`config.mk`:
```
export PLATFORM = sky130hd
export DESIGN_NAME = magazine_ctrl_flat
export DESIGN_NICKNAME = d
export VERILOG_FILES = /design/src/rtl/game_pkg.sv /design/src/rtl/magazine_ctrl_if.sv /design/src/rtl/cycle_timer.sv /design/src/rtl/magazine_ctrl.sv /design/src/flat_wrapper.sv
export SDC_FILE = /design/constraint.sdc
export NUM_CORES = 1
export LEC_CHECK = 0
export CAP_MARGIN = 10
export CORE_ASPECT_RATIO = 1.75
export CORE_MARGIN = 4
export CORE_UTILIZATION = 58
export CTS_CLUSTER_DIAMETER = 80
export DETAILED_ROUTE_END_ITERATION = 12
export DONT_BUFFER_PORTS = 1
export GPL_TIMING_DRIVEN = 0
export PLACE_DENSITY_LB_ADDON = 0.15
export SLEW_MARGIN = 5
export SYNTH_ARGS = -nofsm -noshare
export SYNTH_HDL_FRONTEND = slang
export SYNTH_SLANG_ARGS = --single-unit
export TNS_END_PERCENT = 100
```
`constraint.sdc`:
```
create_clock -name clk -period 7.7 [get_ports clk]
set_input_delay 0 -clock clk [delete_from_list [all_inputs] [get_ports clk]]
set_output_delay 0 -clock clk [all_outputs]
set_load 0.02 [all_outputs]
```
`src/rtl/game_pkg.sv`:
```
// rtl/game_pkg.sv - shared game-logic types and default constants
// Purpose: state encoding for the magazine controller, default timing constants
//          and a helper that sizes the shared cycle timer.
// Ports:   none (package).
package game_pkg;

    typedef enum logic [1:0] {
        IDLE,
        READY,
        COOLDOWN,
        RELOADING
    } mag_state_t;

    localparam int MAG_SIZE_DEF        = 3;
    localparam int COOLDOWN_CYCLES_DEF = 6_500_000;
    localparam int RELOAD_CYCLES_DEF   = 32_500_000;

    // Width that holds max(a,b)-1; never narrower than one bit.
    function automatic int timer_width(input int a, input int b);
        int m;
        m = (a > b) ? a : b;
        return ($clog2(m) < 1) ? 1 : $clog2(m);
    endfunction

endpackage

```
`src/rtl/magazine_ctrl_if.sv`:
```
// rtl/magazine_ctrl_if.sv - player input / ammo status bundle for the magazine controller
// Purpose: groups the game-side inputs and the ammo status outputs.
// Signals: game_enable, round_start, mouse_left, reload_req (to controller);
//          bullets_in_magazine[2:0], shot_fired, dry_fire, reloading (from controller).
// Modports: master drives the inputs (game logic / bench), slave is the controller.
interface magazine_ctrl_if;

    logic       game_enable;
    logic       round_start;
    logic       mouse_left;
    logic       reload_req;
    logic [2:0] bullets_in_magazine;
    logic       shot_fired;
    logic       dry_fire;
    logic       reloading;

    modport master (
        output game_enable, round_start, mouse_left, reload_req,
        input  bullets_in_magazine, shot_fired, dry_fire, reloading
    );

    modport slave (
        input  game_enable, round_start, mouse_left, reload_req,
        output bullets_in_magazine, shot_fired, dry_fire, reloading
    );

endinterface

```
`src/rtl/cycle_timer.sv`:
```
// rtl/cycle_timer.sv - loadable down-counter with a zero flag
// Purpose: shared phase timer; counts down while enabled and holds at zero.
// Ports:   clk, rst_n (sync active-low), clear (force to 0, highest priority),
//          load/load_value (preset), enable (decrement), done (count is 0).
module cycle_timer #(
    parameter int WIDTH = 8
) (
    input  logic             clk,
    input  logic             rst_n,
    input  logic             clear,
    input  logic             load,
    input  logic [WIDTH-1:0] load_value,
    input  logic             enable,
    output logic             done
);

    logic [WIDTH-1:0] count_q;
    logic [WIDTH-1:0] count_d;

    always_comb begin
        count_d = count_q;
        if (clear) begin
            count_d = '0;
        end else if (load) begin
            count_d = load_value;
        end else if (enable && (count_q != '0)) begin
            // Saturates at zero so the timer never wraps.
            count_d = count_q - 1'b1;
        end
    end

    always_ff @(posedge clk) begin
        if (!rst_n) begin
            count_q <= '0;
        end else begin
            count_q <= count_d;
        end
    end

    assign done = (count_q == '0);

endmodule

```
`src/rtl/magazine_ctrl.sv`:
```
// rtl/magazine_ctrl.sv - ammunition magazine controller for one gun
// Purpose: turns left-click edges into shot pulses, enforces refire lockout and
//          timed reload, refills the magazine at round start.
// Ports:   clk (pixel clock), rst_n (sync active-low),
//          bus (slave): game_enable, round_start, mouse_left, reload_req in;
//          bullets_in_magazine, shot_fired, dry_fire, reloading out (all registered).
module magazine_ctrl
    import game_pkg::*;
#(
    parameter int MAG_SIZE        = MAG_SIZE_DEF,
    parameter int COOLDOWN_CYCLES = COOLDOWN_CYCLES_DEF,
    parameter int RELOAD_CYCLES   = RELOAD_CYCLES_DEF,
    parameter bit AUTO_RELOAD     = 1'b1
) (
    input  logic              clk,
    input  logic              rst_n,
    magazine_ctrl_if.slave    bus
);

    localparam int             TW          = timer_width(COOLDOWN_CYCLES, RELOAD_CYCLES);
    localparam logic [2:0]     MAG_FULL    = 3'(MAG_SIZE);
    localparam logic [TW-1:0]  COOL_LOAD   = TW'(COOLDOWN_CYCLES - 1);
    localparam logic [TW-1:0]  RELOAD_LOAD = TW'(RELOAD_CYCLES - 1);

    mag_state_t state_q, state_d;
    logic [2:0] count_q, count_d;
    logic       shot_q, shot_d;
    logic       dry_q, dry_d;
    logic       reloading_q, reloading_d;
    logic       left_q, left_d;

    logic          click;
    logic          tmr_clear;
    logic          tmr_load;
    logic [TW-1:0] tmr_load_value;
    logic          tmr_en;
    logic          tmr_done;

    assign click = bus.mouse_left & ~left_q;

    cycle_timer #(
        .WIDTH (TW)
    ) u_timer (
        .clk        (clk),
        .rst_n      (rst_n),
        .clear      (tmr_clear),
        .load       (tmr_load),
        .load_value (tmr_load_value),
        .enable     (tmr_en),
        .done       (tmr_done)
    );

    always_comb begin
        state_d        = state_q;
        count_d        = count_q;
        shot_d         = 1'b0;
        dry_d          = 1'b0;
        left_d         = bus.mouse_left;
        tmr_clear      = 1'b0;
        tmr_load       = 1'b0;
        tmr_load_value = COOL_LOAD;
        tmr_en         = 1'b0;

        if (!bus.game_enable) begin
            // Leaving the game abandons any cooldown or reload in flight.
            state_d   = IDLE;
            count_d   = MAG_FULL;
            tmr_clear = 1'b1;
        end else if ((state_q != IDLE) && bus.round_start) begin
            // Refill wins over a click arriving in the same cycle.
            state_d   = READY;
            count_d   = MAG_FULL;
            tmr_clear = 1'b1;
        end else begin
            case (state_q)
                IDLE: begin
                    count_d = MAG_FULL;
                    state_d = READY;
                end
                READY: begin
                    if (click) begin
                        if (count_q != 3'd0) begin
                            count_d        = count_q - 3'd1;
                            shot_d         = 1'b1;
                            tmr_load       = 1'b1;
                            tmr_load_value = COOL_LOAD;
                            state_d        = COOLDOWN;
                        end else begin
                            dry_d = 1'b1;
                            if (AUTO_RELOAD) begin
                                tmr_load       = 1'b1;
                                tmr_load_value = RELOAD_LOAD;
                                state_d        = RELOADING;
                            end
                        end
                    end else if (bus.reload_req && (count_q != MAG_FULL)) begin
                        tmr_load       = 1'b1;
                        tmr_load_value = RELOAD_LOAD;
                        state_d        = RELOADING;
                    end
                end
                COOLDOWN: begin
                    tmr_en = 1'b1;
                    if (tmr_done) begin
                        if ((count_q == 3'd0) && AUTO_RELOAD) begin
                            tmr_load       = 1'b1;
                            tmr_load_value = RELOAD_LOAD;
                            state_d        = RELOADING;
                        end else begin
                            state_d = READY;
                        end
                    end
                end
                RELOADING: begin
                    tmr_en = 1'b1;
                    if (click) begin
                        dry_d = 1'b1;
                    end
                    if (tmr_done) begin
                        count_d = MAG_FULL;
                        state_d = READY;
                    end
                end
                default: begin
                    state_d = IDLE;
                end
            endcase
        end

        // Registered from the next state so the flag tracks RELOADING exactly.
        reloading_d = (state_d == RELOADING);
    end

    always_ff @(posedge clk) begin
        if (!rst_n) begin
            state_q     <= IDLE;
            count_q     <= MAG_FULL;
            shot_q      <= 1'b0;
            dry_q       <= 1'b0;
            reloading_q <= 1'b0;
            left_q      <= 1'b0;
        end else begin
            state_q     <= state_d;
            count_q     <= count_d;
            shot_q      <= shot_d;
            dry_q       <= dry_d;
            reloading_q <= reloading_d;
            left_q      <= left_d;
        end
    end

    assign bus.bullets_in_magazine = count_q;
    assign bus.shot_fired          = shot_q;
    assign bus.dry_fire            = dry_q;
    assign bus.reloading           = reloading_q;

endmodule

```
`src/flat_wrapper.sv`:
```
// flat-port wrapper written by rule: the top's interface ports become plain ports
module magazine_ctrl_flat import game_pkg::*;
#(
    parameter int MAG_SIZE        = MAG_SIZE_DEF,
    parameter int COOLDOWN_CYCLES = COOLDOWN_CYCLES_DEF,
    parameter int RELOAD_CYCLES   = RELOAD_CYCLES_DEF,
    parameter bit AUTO_RELOAD     = 1'b1
)
  (clk, rst_n, bus_game_enable, bus_round_start, bus_mouse_left, bus_reload_req, bus_bullets_in_magazine, bus_shot_fired, bus_dry_fire, bus_reloading);
  magazine_ctrl_if bus_i ();
  input  logic clk;
  input  logic rst_n;
  input wire logic [$bits(bus_i.game_enable)-1:0] bus_game_enable;
  input wire logic [$bits(bus_i.round_start)-1:0] bus_round_start;
  input wire logic [$bits(bus_i.mouse_left)-1:0] bus_mouse_left;
  input wire logic [$bits(bus_i.reload_req)-1:0] bus_reload_req;
  output wire logic [$bits(bus_i.bullets_in_magazine)-1:0] bus_bullets_in_magazine;
  output wire logic [$bits(bus_i.shot_fired)-1:0] bus_shot_fired;
  output wire logic [$bits(bus_i.dry_fire)-1:0] bus_dry_fire;
  output wire logic [$bits(bus_i.reloading)-1:0] bus_reloading;
  assign bus_i.game_enable = bus_game_enable;
  assign bus_i.round_start = bus_round_start;
  assign bus_i.mouse_left = bus_mouse_left;
  assign bus_i.reload_req = bus_reload_req;
  assign bus_bullets_in_magazine = bus_i.bullets_in_magazine;
  assign bus_shot_fired = bus_i.shot_fired;
  assign bus_dry_fire = bus_i.dry_fire;
  assign bus_reloading = bus_i.reloading;
  magazine_ctrl #(.MAG_SIZE(MAG_SIZE), .COOLDOWN_CYCLES(COOLDOWN_CYCLES), .RELOAD_CYCLES(RELOAD_CYCLES), .AUTO_RELOAD(AUTO_RELOAD)) u_core (.clk(clk), .rst_n(rst_n), .bus(bus_i));
endmodule
```
==> impl_results.md <==
* Status: finished, final reports clean
* Area growth from synthesis to layout at 9.40%
* # DRC at 0
* First-pass GRT wire length at 7.05 mm
* Clock buffer depth at 2
* GRT Total Usage at 0.219
* #FFs+latches synth at 34
* DR iter-0 viols at 27
* CP Data Required Time at 7.87 ns
* Hold Fails Final Rpt at 0
* Mapped cell area at 0.00186 mm²
* Clock latency at the later pin of the worst-skew pair at 0.29 ns
* M1 WL at 1.57 mm
* Vias in the first global route at around 1.6k
* Synth warn at 0
* Crit path buf inv count at 2
* Critical Path Start Type: register
* Hold path endpoint: u_core.bus.bullets_in_magazine[1]
* Critical Path AT at about 3.0 ns
* Final Setup Violations at 0
* Initial antenna violation count at 0
* Row Count at 27
* Antenna-violating nets left at 0
* Drt total wl at just over 4 mm
* Port bufs at 0
* Total global routing overflow at 0
* Slew @ Worst Pin at around 0.78 ns
* CP endpoint kind: register
* Syn Nets at 232
* Tmin final at approximately 2.9 ns
* Cell count after synthesis at 218
* Met2 WL post-DR at roughly 2.3 mm
* Number of synthesized flops with an enable pin at 0
* Syn Area/Cell at between 8 and 9 µm²
* Worst r2r path cells at 9
* GP Congestion at 0.782
* Top sig layer: met4
* CTS tree: done
* Top Ports at 12
* CORE AREA at between 0.003 and 0.004 mm²
* Setup_tns at 0 ns
* FF-to-FF End: u_core.u_timer.count_q[24]
* Post-synthesis sequential area ratio at 0.365
* Met3 WL at 156 µm
* Initial Util at 0.599
* Hold depth at 2
* Worst R2R Start: u_core.state_q[0]
* Crit path cell chain: inv_1, ha_1, clkbuf_1, nor2_1, or3b_2, a211oi_2, nand3_1, o41ai_1, a21oi_1
* Via Count at 1635
* Pwr per Cell Area at 163 mW/mm²
* Total Power at ~0.33 mW
* R2R Setup Slk at roughly 4.8 ns
* Die area at 0.00422 mm²
* Max cap viols at 0
* Most used DFF post-synth: dfxtp_1
* DP HPWL at 3.15 mm
* Worst vdd ir at 0.172 mV
* Crit path kind: register to register
* Hold Path Origin: bus_game_enable
* RSZ-0062 raised after global routing: no
* Lkg Pwr at ~0.77 nW
* Number of vias per cell at between 6 and 7
* Final period util at 0.372
* Slew Limit Fails at 0
* Hold crit path type: input pin to register
* Layout cells sized above 1 at 0.0961
* Fraction of registers with async set/reset at 0
* Nets at 242
* Max_slew headroom at 0.475
* Synth cell types at 50
* CP max stage delay at 0.59 ns
* Clock Sinks at 34
* Root Driver: clkbuf_8
* Worst-path clk slew at approximately 0.070 ns
* Drt wl/cell at 15.2 µm
* DIE HEIGHT at 83.0 µm
* Ant diodes at 0
* Resized cells post-CTS at 0
* Largest net degree at the start of global routing at 11
* H-tree Lvls at 2
* Total CTS buffers at 5
* First-pass DRT Iterations at 4
* Fmax at 349 MHz
* Chip Width at 50.8 µm
* Top delay family on crit path: compound AO/OA/AOI/OAI gates
* Clock skew at 0.00585 ns
* Critical path's slowest cell: a211oi_2
* CP max FO at 9
## power by group
part           switching (mW)  internal [mW]
logic                  0.0126        0.00659
registers             0.00104          0.177
clock network          0.0624         0.0721
## per-stage QoR
stage	instances	worst slack (ns)	hold slack (ns)	instance area, µm²	util
after CTS	272	4.84	0.0199	2040	0.656
after global routing	272	4.63	0.0371	2040	0.656
final	272	4.84	0.0311	2040	0.656
after detailed placement	261	4.83	0.0808	1920	0.617
after floorplan	218	5.27	0.0718	1860	-
after global placement	261	4.89	0.0771	1920	0.617
## cells in the mapped netlist (4+ instances only)
cell type | instances | area share
nand2_1 | 11 | 0.022
dfxtp_1 | 34 | 0.37
nor3_1 | 10 | 0.027
nor2_1 | 20 | 0.040
nand3_1 | 11 | 0.030
inv_1 | 11 | 0.022
xnor2_1 | 5 | 0.024
xor2_1 | 15 | 0.071
nor2b_1 | 4 | 0.013
a21oi_1 | 25 | 0.067
clkbuf_1 | 4 | 0.0081
ha_1 | 8 | 0.054
## layer usage
| layer | global-route usage | up-vias |
|---|---|---|
| li1 | - | 806 |
| met1 | 0.217 | 794 |
| met2 | 0.408 | 28 |
| met3 | 0.0521 | 7 |
| met4 | 0.0980 | 0 |
| met5 | 0 | - |
## worst reg2reg max path, delay by kind of cell (launching register included)
| family | cells | cell delay, ns |
|---|---|---|
| adders and majority gates | 1 | 0.15 |
| DFF | 1 | 0.34 |
| and+or+nand+nor | 3 | 0.82 |
| buffers and inverters | 2 | 0.42 |
| AOI/OAI and AO/OA | 3 | 1.02 |
## worst max path at each step
stage	from	to	slack [ns]	cells after the start
2_1_floorplan	u_core.state_q[0]	u_core.u_timer.count_q[24]	5.27	9
3_3_place_gp	u_core.state_q[0]	u_core.u_timer.count_q[24]	4.89	9
3_5_place_dp	u_core.state_q[0]	u_core.u_timer.count_q[24]	4.83	9
4_1_cts	u_core.state_q[0]	u_core.u_timer.count_q[24]	4.84	9
5_1_grt	u_core.state_q[0]	u_core.u_timer.count_q[7]	4.63	10
6_report	u_core.state_q[0]	u_core.u_timer.count_q[24]	4.84	9
## cells in the final DEF (no fill, tap or decap), drive strengths merged, types with 5 or more instances in the layout
master and count:
dfxtp 34, a21oi 25, nor2 20, xor2 15, nand3 12, inv 11
nand2 11, nor3 11, clkbuf 11, ha 8, xnor2 5
## what timing repair did
item / in CTS / in global routing
endpoints found under the hold margin: 9 / 0
hold buffers: 3 / 0
setup buffers: 0 / 0
setup endpoints to repair: 0 / 0
## state kept, by name, indices dropped and copies added, names as in the netlist
register,flops
u_core.u_timer.count_q,25
u_core.bus.bullets_in_magazine,3
u_core.state_q,2
u_core.bus.dry_fire,1
u_core.bus.reloading,1
u_core.bus.shot_fired,1
u_core.left_q,1
## kinds of logic (layout without fill, tap and decap cells)
family          Yosys count  after routing  share of synthesized area
buf+inv                  18             29                     0.0383
simple gates             87             87                      0.269
fa+ha+maj                 8              8                     0.0537
flops                    34             34                      0.365
compound gates           51             51                      0.180
xor+xnor                 20             20                     0.0940
## cell type report
cell class,instances,area (µm²)
plain buffers,7,30.0
multi-input cells,166,1110
repair buffers,3,30.0
fillers,268,1070
inverters,11,41.3
clock inverters,1,5.00
flip-flops and latches,34,681
clock buffers,7,86.3
well taps,43,53.8
No activity file was read; power rests on OpenSTA's default activity.
